--- config.mk ---
export PLATFORM = sky130hd
export DESIGN_NAME = priority_arbiter_rr
export DESIGN_NICKNAME = d
export VERILOG_FILES = /design/src/rtl/priority_arbiter_rr.sv
export SDC_FILE = /design/constraint.sdc
export NUM_CORES = 1
export LEC_CHECK = 0
export ABC_AREA = 1
export CORE_MARGIN = 1
export CORE_UTILIZATION = 50
export DETAILED_ROUTE_END_ITERATION = 10
export PLACE_DENSITY = 0.73
export SLEW_MARGIN = 20
export SYNTH_ARGS = -nofsm -noshare
export SYNTH_HDL_FRONTEND = slang
export SYNTH_SLANG_ARGS = --single-unit
export TNS_END_PERCENT = 20
--- constraint.sdc ---
create_clock -name clk -period 7 [get_ports clk]
set_input_delay 1.4 -clock clk [delete_from_list [all_inputs] [get_ports clk]]
set_output_delay 1.4 -clock clk [all_outputs]
set_load 0.005 [all_outputs]
--- src/rtl/priority_arbiter_rr.sv ---
// N-input registered arbiter that holds one grant at a time. Selection is runtime-selectable
// between fixed priority (highest index wins) and round-robin, with an optional hold limit.
module priority_arbiter_rr #(
    parameter int N        = 8,
    parameter int CW       = 3,
    parameter int MAX_HOLD = 16
) (
    input  logic          clk,
    input  logic          rst_n,
    input  logic          en_i,
    input  logic          mode_i,
    input  logic [N-1:0]  req_i,
    input  logic          release_i,
    output logic          gnt_valid_o,
    output logic [CW-1:0] gnt_code_o,
    output logic [N-1:0]  gnt_onehot_o,
    output logic          gnt_timeout_o
);

    localparam int              HW        = (MAX_HOLD > 1) ? $clog2(MAX_HOLD) : 1;
    localparam logic [HW-1:0]   HOLD_LAST = HW'((MAX_HOLD > 0) ? (MAX_HOLD - 1) : 0);
    localparam logic [N-1:0]    ONE_N     = {{(N-1){1'b0}}, 1'b1};

    typedef enum logic {
        ST_IDLE  = 1'b0,
        ST_GRANT = 1'b1
    } state_t;

    state_t        state_q, state_d;
    logic [CW-1:0] code_q, code_d;
    logic [N-1:0]  onehot_q, onehot_d;
    logic [CW-1:0] ptr_q, ptr_d;
    logic [HW-1:0] hold_q, hold_d;

    logic          cur_req_s;
    logic          hold_last_s;
    logic          rel_s;
    logic [CW-1:0] ptr_inc_s;
    logic [N-1:0]  arb_vec_s;
    logic [CW-1:0] arb_ptr_s;
    logic [CW-1:0] win_s;

    function automatic logic [CW-1:0] pick_fixed(input logic [N-1:0] v);
        logic [CW-1:0] w;
        w = '0;
        for (int i = 0; i < N; i++) begin
            if (v[i]) begin
                w = CW'(i);
            end
        end
        return w;
    endfunction

    function automatic logic [CW-1:0] pick_rr(input logic [N-1:0] v, input logic [CW-1:0] p);
        logic [CW-1:0] w;
        logic [CW-1:0] k;
        logic          hit;
        w   = '0;
        hit = 1'b0;
        for (int i = 0; i < N; i++) begin
            k = CW'((int'(p) + i) % N);
            if (!hit && v[k]) begin
                w   = k;
                hit = 1'b1;
            end
        end
        return w;
    endfunction

    // Release detection and the candidate vector / pointer used for this cycle's arbitration.
    always_comb begin
        cur_req_s   = req_i[code_q];
        hold_last_s = (MAX_HOLD != 0) && (hold_q == HOLD_LAST);
        rel_s       = (state_q == ST_GRANT) && (release_i || !cur_req_s || hold_last_s);
        ptr_inc_s   = (code_q == CW'(N - 1)) ? '0 : (code_q + CW'(1));
        if (rel_s) begin
            // Onehot register equals 1<<cur while granted, so it doubles as the owner mask.
            arb_vec_s = req_i & ~onehot_q;
            arb_ptr_s = ptr_inc_s;
        end else begin
            arb_vec_s = req_i;
            arb_ptr_s = ptr_q;
        end
        if (mode_i) begin
            win_s = pick_rr(arb_vec_s, arb_ptr_s);
        end else begin
            win_s = pick_fixed(arb_vec_s);
        end
    end

    // Next-state logic for the IDLE/GRANT machine and the grant registers.
    always_comb begin
        state_d  = state_q;
        code_d   = code_q;
        onehot_d = onehot_q;
        ptr_d    = ptr_q;
        hold_d   = hold_q;
        case (state_q)
            ST_IDLE: begin
                if (en_i && (arb_vec_s != '0)) begin
                    state_d  = ST_GRANT;
                    code_d   = win_s;
                    onehot_d = ONE_N << win_s;
                    hold_d   = '0;
                end else begin
                    state_d  = ST_IDLE;
                    code_d   = '0;
                    onehot_d = '0;
                    hold_d   = '0;
                end
            end
            ST_GRANT: begin
                if (rel_s) begin
                    ptr_d = ptr_inc_s;
                    if (en_i && (arb_vec_s != '0)) begin
                        state_d  = ST_GRANT;
                        code_d   = win_s;
                        onehot_d = ONE_N << win_s;
                        hold_d   = '0;
                    end else begin
                        state_d  = ST_IDLE;
                        code_d   = '0;
                        onehot_d = '0;
                        hold_d   = '0;
                    end
                end else begin
                    hold_d = hold_q + HW'(1);
                end
            end
            default: begin
                state_d  = ST_IDLE;
                code_d   = '0;
                onehot_d = '0;
                ptr_d    = '0;
                hold_d   = '0;
            end
        endcase
    end

    // State and grant registers with synchronous active-low reset.
    always_ff @(posedge clk) begin
        if (!rst_n) begin
            state_q  <= ST_IDLE;
            code_q   <= '0;
            onehot_q <= '0;
            ptr_q    <= '0;
            hold_q   <= '0;
        end else begin
            state_q  <= state_d;
            code_q   <= code_d;
            onehot_q <= onehot_d;
            ptr_q    <= ptr_d;
            hold_q   <= hold_d;
        end
    end

    assign gnt_valid_o   = (state_q == ST_GRANT);
    assign gnt_code_o    = code_q;
    assign gnt_onehot_o  = onehot_q;
    // Flags the final cycle of a grant that the hold limit, not the owner, is ending.
    assign gnt_timeout_o = (state_q == ST_GRANT) && hold_last_s && !release_i && cur_req_s;

endmodule

Word level (Yosys, flattened, before mapping)
Cells that the tools add are included.

storage, ports and cells
  bits in registers = 19
  bits in latches = 0
  bits in writable memories = 0
  ROM bits = 0
  bits of input ports = 13
  output and inout bits = 13
  logic and storage cells = 116
  memories = 0

cells by class
  add/sub/neg operators = 9
  multipliers = 0
  divide/modulo/power cells = 0
  magnitude comparators = 9
  equal/unequal tests = 3
  shifts and indexed selects = 1
  multiplexer cells = 62
  bitwise gates (word level) = 3
  reductions and logical operators = 24

operators with widths
  kind                                                                           number
  3-bit 2-to-1 mux                                                               19
  3-bit by 4-bit less-than comparator with 1-bit output (second input constant)  9
  1-bit binary-select mux with 3-bit select                                      9
  1-bit 2-to-1 mux                                                               26
  8-bit 2-to-1 mux                                                               3
  8-bit case mux with 2 select lines                                             1
  3-bit adder (second input constant)                                            4
  1-bit logical AND                                                              12
  1-bit zero test                                                                9
  8-bit bitwise AND                                                              1
  8-bit inverter                                                                 1
  4-bit case mux with 2 select lines                                             1
  8-bit nonzero test                                                             1
  1-bit by 3-bit << shifter with 8-bit output (first input constant)             1
  3-bit by 1-bit adder with 3-bit output (second input constant)                 2
  3-bit by 2-bit adder with 3-bit output (second input constant)                 2
  3-bit case mux with 2 select lines                                             1
  4-bit by 1-bit adder with 4-bit output (second input constant)                 1
  4-bit == test (second input constant)                                          1
  4-bit 2-to-1 mux                                                               1
  3-bit == test (second input constant)                                          1
  1-bit logical OR                                                               2
  2-bit by 1-bit != test with 1-bit output (second input constant)               1
  1-bit case mux with 2 select lines                                             1
  1-bit inverter                                                                 1

Logic depth before layout (Yosys ltp)
Gate-level depths: netlist of run 1.

  depth after elaboration = 43
  mapped depth = 28
  gate-level depth less buffers = 27

Worst setup path before layout of run 1
No wires, ideal clock.

  path type = input to register
  start point = input port req_i[7]
  end point = register code_q[2], in the netlist gnt_code_o[2]
  setup time = 0.121 ns
  arrival = 3.822 ns
  data required time = 6.879 ns
  setup slack = 3.057 ns
  stages on the path = 25
  buffers on the path = 1
  path through = inv_1 > nand2_1 > nand3_1 > nand3_2 > nand4_4 > nand2_4 > nand2_1 > nand2_2 > buf_6 > ha_1 > inv_1 > nand3_1 > nand2_1 > nand2_1 > nand2_2 > nor2_4 > nand3_2 > nor3_2 > nand3_1 > nand2_1 > nand2_1 > nand2_1 > nand2_1 > nand2_2 > o21ai_1

on the way
  cells in the longest elaborated chain, start to end = 42
  elaborated cells on any way between the ends = 80
  classes of those cells = add/sub (7); eq/ne (1); mux (51); bitwise (1); reduce/logical (20)

ends and longest elaborated chain
  what                                                                                             RTL line  text
  start, declared                                                                                  12        input logic [N-1:0] req_i,
  parallel branches: the longest is 42 deep, another holds 3-bit by 1-bit adder with 3-bit output  -
  end signal, assigned                                                                             150       code_q <= code_d;
  end, declared                                                                                    30        logic [CW-1:0] code_q, code_d;

Several ways; the timed one is not identified. The select of a mux whose other input is x is not followed.
A chain may end at the register's enable or synchronous reset.

Final worst setup path of run 1
  start point = input port req_i[7]
  end point = register onehot_q[3], in the netlist gnt_onehot_o[3]

on the way
  cells in the longest elaborated chain, start to end = 43
  elaborated cells on any way between the ends = 83
  classes of those cells = add/sub (7); eq/ne (1); shift (1); mux (53); bitwise (1); reduce/logical (20)

ends and longest elaborated chain
  what                                                                                             RTL line  text
  parallel branches: the longest is 43 deep, another holds 3-bit by 1-bit adder with 3-bit output  -
  end signal, assigned                                                                             151       onehot_q <= onehot_d;
  end, declared                                                                                    31        logic [N-1:0] onehot_q, onehot_d;

Several ways; the timed one is not identified. The select of a mux whose other input is x is not followed.

==> results.py, run 1 <==
metrics = {
    "route": {
        "vias": 2433,
        "drtPass1Iterations": 5,
        "vias_per_cell": 5.46,
        "drt_iter0_drc": 240,
        "drc_errors": 0,
        "routedWlPerCell_um": 13.0,
        "wirelength_mm": 5.81,
        "antenna_left": 0,
    },
    "clock_network": {
        "holdBufCountCts": 0,
        "clk_pin_slew_ns": 0.07,
        "clock_latency_ns": 0.26,
        "clock_sinks": 19,
        "clock_path_buffers": 2,
        "post_cts_buffers": 0,
        "h-tree-depth": 1,
        "clockRootBuffer": "clkbuf_8",
        "cts_tree": "yes",
        "cts_inserted_buffers": 3,
        "cts_resized": 0,
    },
    "setup_path": {
        "crit_arrival_ns": 5.02,
        "start_kind": "input port",
        "crit_required_ns": 7.19,
        "critPathKind": "input port to register",
        "crit_fanout": 19,
        "startpoint": "req_i[7]",
        "r2r_start": "gnt_code_o[0]",
        "cp-end-kind": "register",
    },
    "floorplan": {
        "ios": 26,
        "die_area_um2": 4510,
        "start_util": 0.527,
        "rows": 23,
        "core_area_um2": 4030,
        "dieWidth_um": 67.1,
        "die_h_um": 67.1,
    },
    "hold_path": {
        "hp-start": "hold_q[0]",
        "hold_path_class": "register to register",
    },
    "sta": {
        "finalCriticalPeriod_ns": 4.83,
        "fmax_mhz": 207,
        "worstMarginPinSlew_ns": 0.674,
        "fin_tns_setup_ns": 0,
        "setup_viol": 0,
        "drv_slew": 0,
        "rsz0062_at_grt": "false",
        "final.setup_skew_ns": 0.000884,
        "relSlewSlack": 0.550,
        "hold_violations": 0,
        "layout_worst_path_cycle_share": 0.690,
        "whs_ns": 0.448,
    },
    "placement": {
        "dp_hpwl_mm": 4.56,
        "gp_congestion": 0.937,
        "place.port_buffers": 25,
        "postPlaceCellArea_um2": 2370,
    },
    "grt": {
        "grt_max_degree": 21,
        "grt_use_total": 0.284,
        "overflow": 0,
        "grt_pass1_vias": 2135,
        "grt_pass1_wl_mm": 9.80,
        "antenna_found_initial": 0,
    },
    "power": {
        "irDropWorstVdd_v": 0.000115,
        "p_leak_nw": 1.24,
        "p_per_area_nw_per_um2": 217,
    },
    "flow_run": {
        "maxCapViolCount": 0,
    },
    "finish": {
        "design_area_um2": 2420,
        "n_antenna_cell": 0,
        "final_common_cell": "nand2_1",
        "layout-drive-gt1-share": 0.116,
        "syn_to_final_growth_pct": 14.1,
        "layout.nets": 415,
        "layout_common_cells": "139 x nand2_1, 69 x nand3_1, 34 x inv_1, 30 x nor2_1, 25 x clkdlybuf4s50_1",
    },
    "synth": {
        "synth_area_um2": 2120,
        "synth_nets": 392,
        "synth-seq-area-share": 0.179,
        "synth_area_leaders": "nand2_1 25%, dfxtp_1 18%, nand3_1 16%",
        "synthCells": 374,
        "syn_avg_cell_area_um2": 5.67,
        "synth_seq_cells": 19,
        "yosysTopAreaCellShare": 0.246,
        "yosys_warnings": 0,
        "synth_cell_types": 31,
        "synth_top_area_cell": "nand2_1",
    },
    "status": {
        "status": "complete, no violations",
    },
}
[metal layers]
layer  GRT usage  vias up  part of all wire
met5           0        -                 0
met4      0.0984        0             0.021
met3      0.0304       14             0.051
met2       0.474       97              0.45
met1       0.376     1059              0.48
li1            -     1263                 -
[cell families after synthesis]
logic type | count (synthesis) | synth area share
compound gates | 21 | 0.0590
simple gates | 283 | 0.631
flops | 19 | 0.179
xor+xnor | 1 | 0.00413
fa+ha+maj | 5 | 0.0295
buf+inv | 45 | 0.0967
[report_power, final]
part / leakage, nW / switching, W / total, W / internal (W)
clock network: 0.0255 / 0.0000377 / 0.0000773 / 0.0000396
logic: 1.06 / 0.000220 / 0.000324 / 0.000104
registers: 0.155 / 0.0000104 / 0.000125 / 0.000115
[layout make-up]
| type | count | area, um2 |
|---|---|---|
| fill | 417 | 1610 |
| multi-input combinational | 310 | 1540 |
| sequential | 19 | 380 |
| timing repair buffer | 25 | 250 |
| inverter | 38 | 145 |
| tap | 50 | 62.6 |
| clock buffer | 3 | 41.3 |
| clock inverter | 1 | 5.00 |
[worst max-delay path, cell delays in order]
cell	delay (ns)
clkdlybuf4s50_1	0.51
inv_1	0.07
nand2_1	0.06
nand3_1	0.09
nand3_2	0.12
nand4_4	0.26
nand3b_1	0.21
nand2_2	0.24
ha_1	0.48
inv_1	0.11
nand3_1	0.14
nand2_1	0.07
nand2_1	0.09
nand2_2	0.10
nor2_4	0.12
nand3_2	0.11
nor3_2	0.19
nand3_1	0.10
nand2_1	0.08
nand2_1	0.04
nand2_1	0.07
nand3_1	0.14
o21ai_1	0.20
[cell usage after synthesis]
cell	number
inv_4	1
nand2_2	19
nand2_1	139
a31oi_1	3
nor3_1	3
nand4_1	5
clkbuf_1	2
inv_2	3
buf_6	4
o22ai_1	2
nor3_2	2
nand4_4	1
o21ai_2	2
xor2_1	1
nand3b_1	1
inv_1	34
o21ai_1	8
ha_1	5
nor2_2	1
nand3_2	6
nor2_1	30
nand4_2	1
dfxtp_1	19
nor2_4	2
nand3_1	69
nand2_4	4
a21oi_1	1
a21boi_0	1
buf_4	1
o41ai_1	1
o21ai_0	3
[state kept, by name, summed over array words and instances (netlist names)]
register      count
gnt_code_o        3
gnt_onehot_o      8
gnt_valid_o       1
hold_q            4
ptr_q             3
[final timing paths]
check | end | slack (ns) | cells after the start
max | gnt_onehot_o[3] | 2.17 | 23
min | hold_q[0] | 0.45 | 1
max reg2reg | gnt_onehot_o[3] | 3.26 | 22
min reg2reg | hold_q[0] | 0.45 | 1
[metrics by stage]
step | total power (W) | setup slack (ns) | cells | util
floorplan | 0.000378 | 3.06 | 374 | -
global placement | 0.000445 | 1.95 | 442 | 0.589
detailed placement | 0.000445 | 1.95 | 442 | 0.589
CTS | 0.000522 | 2.20 | 446 | 0.601
global route | 0.000573 | 1.75 | 446 | 0.601
finish | 0.000527 | 2.17 | 446 | 0.601
No activity file was read; power rests on OpenSTA's default activity.
==> run 2, diff against run 1 <==
- PLACE_DENSITY: 0.73 -> 0.76
- clock period: 7 -> 4.1 ns (I/O delays scaled with it)
==> run 2 against run 1 <==
Compared with the run above:
- critical path type unchanged
- worst hold slack gained 0.011 ns
- register-to-register slack got worse by 2.5 ns
- clock power increased by 79%
- core utilization increased by 3.0 points
- setup slack worse by 1.9 ns
- clock-buffer cell count did not move
- global-route usage increased by 1.5 points
- critical endpoint is now gnt_code_o[2]
- sequential power increased by 72%
==> results.py, run 2 (same netlist as run 1, synthesis figures left out) <==
metrics = {
    "floorplan": {
        "start_util": 0.527,
        "core_area_um2": 4030,
        "ios": 26,
        "die_area_um2": 4510,
        "rows": 23,
        "dieWidth_um": 67.1,
        "die_h_um": 67.1,
    },
    "placement": {
        "place.port_buffers": 25,
        "dp_hpwl_mm": 4.94,
        "gp_congestion": 0.918,
        "postPlaceCellArea_um2": 2430,
        "place_inst": 450,
    },
    "route": {
        "routedWlPerCell_um": 14.0,
        "vias_per_cell": 5.63,
        "antenna_left": 0,
        "drtPass1Iterations": 5,
        "wirelength_mm": 6.37,
        "drc_errors": 0,
        "drt_iter0_drc": 131,
        "vias": 2565,
    },
    "finish": {
        "n_antenna_cell": 0,
        "layout_common_cells": "138 x nand2_1, 68 x nand3_1, 34 x inv_1, 29 x nor2_1, 25 x clkdlybuf4s50_1",
        "final_cells": 456,
        "finish.utilization": 0.630,
        "final_common_cell": "nand2_1",
        "largest_register_ffs": 8,
        "layout.nets": 425,
        "layout-drive-gt1-share": 0.148,
        "syn_to_final_growth_pct": 19.7,
        "design_area_um2": 2540,
    },
    "status": {
        "status": "complete, no violations",
    },
    "grt": {
        "antenna_found_initial": 0,
        "grt_pass1_vias": 2272,
        "grt_max_degree": 21,
        "overflow": 0,
        "grt_pass1_wl_mm": 10.3,
        "grt_use_total": 0.298,
    },
    "sta": {
        "setup_viol": 0,
        "hold_violations": 0,
        "fmax_mhz": 262,
        "worstMarginPinSlew_ns": 0.763,
        "final.setup_skew_ns": 0.00261,
        "layout_worst_path_cycle_share": 0.930,
        "finalCriticalPeriod_ns": 3.81,
        "relSlewSlack": 0.490,
        "drv_slew": 0,
    },
    "setup_path": {
        "start_kind": "input port",
        "crit_required_ns": 4.25,
        "crit_arrival_ns": 3.97,
        "cp-end-kind": "register",
        "critPathKind": "input port to register",
        "crit_fanout": 12,
    },
    "power": {
        "p_leak_nw": 1.29,
        "irDropWorstVdd_v": 0.000259,
        "p_per_area_nw_per_um2": 376,
        "finalPower_w": 0.000954,
    },
    "clock_network": {
        "clk_pin_slew_ns": 0.08,
        "cts_inserted_buffers": 3,
        "h-tree-depth": 1,
        "holdBufCountCts": 0,
        "clock_latency_ns": 0.26,
        "clock_sinks": 19,
        "clockRootBuffer": "clkbuf_8",
        "cts_tree": "yes",
        "clock_path_buffers": 2,
    },
    "flow_run": {
        "maxCapViolCount": 0,
    },
    "hold_path": {
        "hold_path_class": "register to register",
    },
}
## run 2: worst max-delay path: stages
cell and delay (ns):
clkdlybuf4s50_1 0.46, inv_1 0.10, nand2_1 0.05, nand3_1 0.10
nand3_2 0.12, nand4_4 0.17, buf_4 0.22, nand3_1 0.12
nand2_1 0.20, nand2_1 0.11, nand2_1 0.10, nand2_1 0.08
nand3_2 0.08, nand2_1 0.11, nor2_4 0.16, nand3_4 0.11
nor3_4 0.23, nand3_1 0.10, nand2_1 0.08, nand2_1 0.04
nand2_1 0.10, nand2_1 0.10, nand2_2 0.12, o21ai_1 0.07
## run 2: final timing paths
| check | from | end | depth (start not counted) | slack [ns] |
|---|---|---|---|---|
| worst max-delay path | req_i[3] | gnt_code_o[2] | 24 | 0.29 |
| worst min-delay path | hold_q[0] | hold_q[0] | 1 | 0.46 |
| worst max register to register | gnt_code_o[0] | gnt_code_o[2] | 24 | 0.74 |
| worst min register to register | hold_q[0] | hold_q[0] | 1 | 0.46 |
## run 2: power breakdown
group	switching [W]	internal (W)	leakage (nW)
logic	0.000398	0.000204	1.11
clock network	0.0000697	0.0000678	0.0255
registers	0.0000190	0.000196	0.155
total	0.000487	0.000467	1.29
## run 2: final cells by class
cell class	count	area [um2]
multi-input combinational	311	1580
fill	429	1490
sequential	19	380
timing repair buffer	34	322
inverter	38	145
tap	50	62.6
clock buffer	3	41.3
clock inverter	1	5.00
## run 2: through the flow
step	setup TNS, ns	hold slack (ns)	setup slack (ns)
finish	0	0.459	0.285
floorplan	0	0.418	0.737
global placement	0	0.431	0.0633
CTS	0	0.466	0.272
detailed placement	0	0.450	0.0342
global route	-0.105	0.496	-0.0333
## run 2: per-layer routing
metal	global-route usage	up-vias	part of all wire
li1	-	1282	-
met1	0.371	1171	0.45
met2	0.523	96	0.47
met3	0.0321	16	0.056
met4	0.114	0	0.025
met5	0	-	0
## run 2: timing repair
action / 4_1_cts / 5_1_grt
buffers inserted: 0 / 1
endpoints found under the setup margin: 0 / 9
resized for setup: 0 / 9
